--- config.mk ---
export PLATFORM = sky130hd
export DESIGN_NAME = serial_addsub6
export DESIGN_NICKNAME = d
export VERILOG_FILES = /design/src/rtl/serial_addsub6.sv
export SDC_FILE = /design/constraint.sdc
export NUM_CORES = 1
export LEC_CHECK = 0
export BUFFER_PORTS_ARGS = -buffer_cell sky130_fd_sc_hd__clkbuf_2
export CAP_MARGIN = 15
export CORE_UTILIZATION = 54
export DETAILED_ROUTE_END_ITERATION = 10
export PLACE_DENSITY = 0.77
export SLEW_MARGIN = 20
export SYNTH_ARGS = -nofsm -noshare
export SYNTH_HDL_FRONTEND = slang
export SYNTH_SLANG_ARGS = --single-unit
--- constraint.sdc ---
create_clock -name clk -period 1.5 [get_ports clk]
set_input_delay 0.15 -clock clk [delete_from_list [all_inputs] [get_ports clk]]
set_output_delay 0.15 -clock clk [all_outputs]
set_load 0.1 [all_outputs]
--- src/rtl/serial_addsub6.sv ---
`default_nettype none
// ============================================================================
// Module   : serial_addsub6
// Brief    : Bit-serial two's-complement add/subtract with carry and overflow
//            flags. One full-adder cell is reused over WIDTH cycles.
// Revision : 1.0 - initial release
// ============================================================================
module serial_addsub6 #(
    parameter int WIDTH = 6
) (
    input  logic             clk,
    input  logic             rst,
    input  logic             start,
    input  logic             op,
    input  logic [WIDTH-1:0] a,
    input  logic [WIDTH-1:0] b,
    output logic             busy,
    output logic             done,
    output logic [WIDTH-1:0] result,
    output logic             carry,
    output logic             overflow
);

    localparam int unsigned c_CW = $clog2(WIDTH + 1);
    localparam logic [c_CW-1:0] c_CNT_MSB_IN = c_CW'(WIDTH - 2);
    localparam logic [c_CW-1:0] c_CNT_LAST   = c_CW'(WIDTH - 1);

    typedef enum logic [1:0] {
        S_IDLE = 2'd0,
        S_RUN  = 2'd1,
        S_DONE = 2'd2
    } state_t;

    state_t             r_state;
    logic [WIDTH-1:0]   r_a;
    logic [WIDTH-1:0]   r_b;
    logic [WIDTH-1:0]   r_sum;
    logic [c_CW-1:0]    r_cnt;
    logic               r_cy;
    logic               r_cy_msb_in;
    logic               r_busy;
    logic               r_done;
    logic [WIDTH-1:0]   r_result;
    logic               r_carry;
    logic               r_overflow;

    logic               w_sum;
    logic               w_cout;

    assign w_sum  = r_a[0] ^ r_b[0] ^ r_cy;
    assign w_cout = (r_a[0] & r_b[0]) | (r_a[0] & r_cy) | (r_b[0] & r_cy);

    always_ff @(posedge clk or posedge rst) begin
        if (rst) begin
            r_state     <= S_IDLE;
            r_a         <= '0;
            r_b         <= '0;
            r_sum       <= '0;
            r_cnt       <= '0;
            r_cy        <= 1'b0;
            r_cy_msb_in <= 1'b0;
            r_busy      <= 1'b0;
            r_done      <= 1'b0;
            r_result    <= '0;
            r_carry     <= 1'b0;
            r_overflow  <= 1'b0;
        end else begin
            case (r_state)
                S_RUN: begin
                    r_a   <= {1'b0, r_a[WIDTH-1:1]};
                    r_b   <= {1'b0, r_b[WIDTH-1:1]};
                    r_sum <= {w_sum, r_sum[WIDTH-1:1]};
                    r_cy  <= w_cout;
                    r_cnt <= r_cnt + 1'b1;
                    if (r_cnt == c_CNT_MSB_IN) begin
                        r_cy_msb_in <= w_cout;
                    end
                    if (r_cnt == c_CNT_LAST) begin
                        r_result   <= {w_sum, r_sum[WIDTH-1:1]};
                        r_carry    <= w_cout;
                        r_overflow <= r_cy_msb_in ^ w_cout;
                        r_state    <= S_DONE;
                        r_busy     <= 1'b0;
                        r_done     <= 1'b1;
                    end
                end
                default: begin
                    // IDLE and DONE both accept a new request; DONE enables back-to-back ops
                    r_done <= 1'b0;
                    if (start) begin
                        r_a     <= a;
                        r_b     <= op ? ~b : b;
                        r_cy    <= op;
                        r_cnt   <= '0;
                        r_sum   <= '0;
                        r_state <= S_RUN;
                        r_busy  <= 1'b1;
                    end else begin
                        r_state <= S_IDLE;
                        r_busy  <= 1'b0;
                    end
                end
            endcase
        end
    end

    assign busy     = r_busy;
    assign done     = r_done;
    assign result   = r_result;
    assign carry    = r_carry;
    assign overflow = r_overflow;

endmodule
`default_nettype wire

==> results by group <==
Finish
  • Most frequent cells in the layout: dfrtp_1, clkbuf_2, nand2_1
  • Area grow syn2layout: 12.11%
  • Final core occ: 0.6554
  • Sequential Area: 803.3 um2
  • Multi-input gate area: between 600 and 700 um2
  • Share of cells above drive strength 1: 0.3077
  • Filler cells: between 200 and 250
  • Net count reported at finish: ~180
  • Most common cell after layout, fill and taps aside: dfrtp_1
  • Diode count: 0

Worst setup path
  • Worst Setup End Kind: flop
  • Critical path type: reg -> reg
  • Worst r2r src: r_state[1]
  • Crit path to: r_cnt[2]
  • Worst R2R Setup Slack: roughly 0.15 ns
  • FF-to-FF End: r_cnt[2]
  • CP startpoint kind: flop
  • Worst Path Required: about 1.8 ns
  • Cells on worst reg2reg path: 3
  • Worst Setup SP: r_state[1]
  • Arr. time, crit path: approximately 1.6 ns
  • CP Max Fanout: 19

STA
  • RSZ-0062 raised after global routing: false
  • Fmax: 742.8 MHz
  • Final Critical Period: approximately 1.3 ns
  • Final period utilization: 0.8975
  • Final setup fails: 0
  • Slew Viols, Final: 0
  • Worst slew margin: 0.6364
  • Setup_tns: 0 ns
  • Setup slack after layout: around 0.15 ns
  • Clk_skew: between 0.003 and 0.004 ns
  • Endpoints failing hold: 0
  • Worst Tran Pin Value: approximately 0.55 ns

GRT
  • Total congestion overflow: 0
  • First-pass GRT wire length: about 4100 um
  • Pin count of the biggest net entering global routing: 33
  • Initial antenna violation count: 0
  • Vias in the first global route: roughly 950
  • Gr usage total: 0.2039

Die
  • Die Width: ~54 um
  • Rows: 18
  • Initial Util: 0.5846
  • Core area: around 2500 um2
  • Die H: about 54 um
  • I/O pins: 26
  • Die Area: between 2000 and 3000 um2

Route
  • ANT nets after route: 0
  • TritonRoute pass-1 iters: 4
  • Vias: between 900 and 1,000
  • DR iter-0 viols: 13
  • Number of remaining DRC errors: 0
  • Routed wire length: 2376 um
  • Via/cell ratio: around 5.2
  • WL/cell: approximately 13 um

Yosys
  • Synth warn: 0
  • Syn Nets: ~150
  • Gate Count Post-Synth: about 130
  • Syn_area_per_cell: approximately 12 um2
  • Sequential element share of the synthesized area: 0.5383
  • Mapped Area: between 1000 and 1500 um2
  • Post-synth top area share: 0.5383
  • Netlist cell types: 23
  • Dominant cell type by area after synthesis: dfrtp_1
  • Synth area leaders: dfrtp_1, mux2i_1, mux2_2
  • Synth Register Bits: 32

Place
  • I/O Buffers: 25
  • Dpl ws: around 0.16 ns
  • GPL Wtd Cong: approximately 0.72
  • Hpwl dp: around 1700 um

Clock tree
  • Clk root buf: clkbuf_4
  • Clk pin slew, worst setup/hold paths: around 0.090 ns
  • Clk_lat worst skew: roughly 0.32 ns
  • CTS Sinks: 32
  • TritonCTS clock tree: yes
  • Post-CTS sizing: 0
  • Clk buf depth: 2
  • CTS buffer count: 5
  • H-Tree Depth: 2

Power and ir drop
  • Total chip power: 3.695 mW
  • Worst vdd ir: ~0.0018 V
  • Leak Pwr: about 0.86 nW
  • PwrDens: between 2000 and 2500 nW/um2

Min path
  • Worst hold-check path type: in -> reg

Job
  • Maximum Capacitance Violations: 0

Outcome
  • Status: completed
## registers in the layout, indices dropped and copies added (netlist names)
name	count
r_state	2
r_cnt	3
carry	1
r_cy	1
r_sum	5
r_a	6
r_cy_msb_in	1
result	6
overflow	1
r_b	6
## worst min-delay path by stage
stage,slack (ns),endpoint,cells after the start,from
4_1_cts,0.08,r_a[5],3,a[5]
3_3_place_gp,0.23,r_cnt[2],3,rst
3_5_place_dp,0.24,r_cnt[2],3,rst
5_1_grt,0.09,r_a[5],3,a[5]
2_1_floorplan,0.27,carry,1,rst
6_report,0.09,r_a[5],3,a[5]
## cells by family (layout without fill, tap and decap cells)
group / Yosys count / after routing / share of synthesized area
multiplexers: 23 / 23 / 0.1657
AO/OA/AOI/OAI: 19 / 19 / 0.06729
adder cells (fa/ha/maj): 4 / 4 / 0.03869
XOR/XNOR: 7 / 7 / 0.04121
flip-flops: 32 / 32 / 0.5383
AND/OR/NAND/NOR: 31 / 31 / 0.09840
buffers and inverters: 12 / 40 / 0.05046
## cells in the mapped netlist
| cell type | instances |
|---|---|
| a211oi_1 | 1 |
| and2b_4 | 1 |
| buf_2 | 2 |
| buf_4 | 1 |
| buf_6 | 3 |
| clkbuf_2 | 1 |
| dfrtp_1 | 32 |
| fa_1 | 1 |
| ha_1 | 3 |
| inv_1 | 5 |
| mux2_2 | 9 |
| mux2_4 | 1 |
| mux2i_1 | 13 |
| nand2_1 | 24 |
| nand3_1 | 1 |
| nand4b_4 | 1 |
| nor2_1 | 3 |
| nor2_2 | 1 |
| o21ai_0 | 16 |
| o21ai_1 | 1 |
| o31ai_1 | 1 |
| xnor2_1 | 2 |
| xor2_1 | 5 |
## layer usage
layer / wire (um) / track usage / up-vias / part of all wire
met1: 1071 / 0.2366 / 451 / 0.45
met4: 36 / 0.08974 / 0 / 0.015
met5: 0 / 0 / - / 0
li1: - / - / 483 / -
met3: 85 / 0.05833 / 4 / 0.036
met2: 1182 / 0.3476 / 22 / 0.50
## power by group
group | internal, mW | total, mW | switching (mW)
registers | 1.20 | 1.42 | 0.221
logic | 0.514 | 1.84 | 1.33
clock network | 0.172 | 0.432 | 0.260
total | 1.89 | 3.70 | 1.81
## area by class of cell
cell class / instances / area share
inverters: 5 / 0.01125
clock buffers: 6 / 0.02476
flip-flops and latches: 32 / 0.4816
clock inverters: 1 / 0.003001
well taps: 30 / 0.02251
multi-input cells: 84 / 0.3668
repair buffers: 28 / 0.09002
## through the flow
| stage | std cells | area [um2] | hold slack, ns |
|---|---|---|---|
| floorplan | 128 | 1490 | 0.2661 |
| global placement | 178 | 1612 | 0.2299 |
| detailed placement | 178 | 1612 | 0.2443 |
| CTS | 186 | 1668 | 0.07710 |
| global route | 186 | 1668 | 0.09341 |
| finish | 186 | 1668 | 0.08731 |
## worst max-delay path, cell delays in order (launching register included)
cell and delay [ns]:
dfrtp_2 0.42, and2b_4 0.38, mux2_2 0.36, mux2i_1 0.12
## what timing repair did
action,in CTS,in global routing
hold endpoints to repair,32,0
endpoints found under the setup margin,0,0
hold buffers,1,0
buffers inserted,0,0
Note: power is estimated with default switching activity, not from simulation.
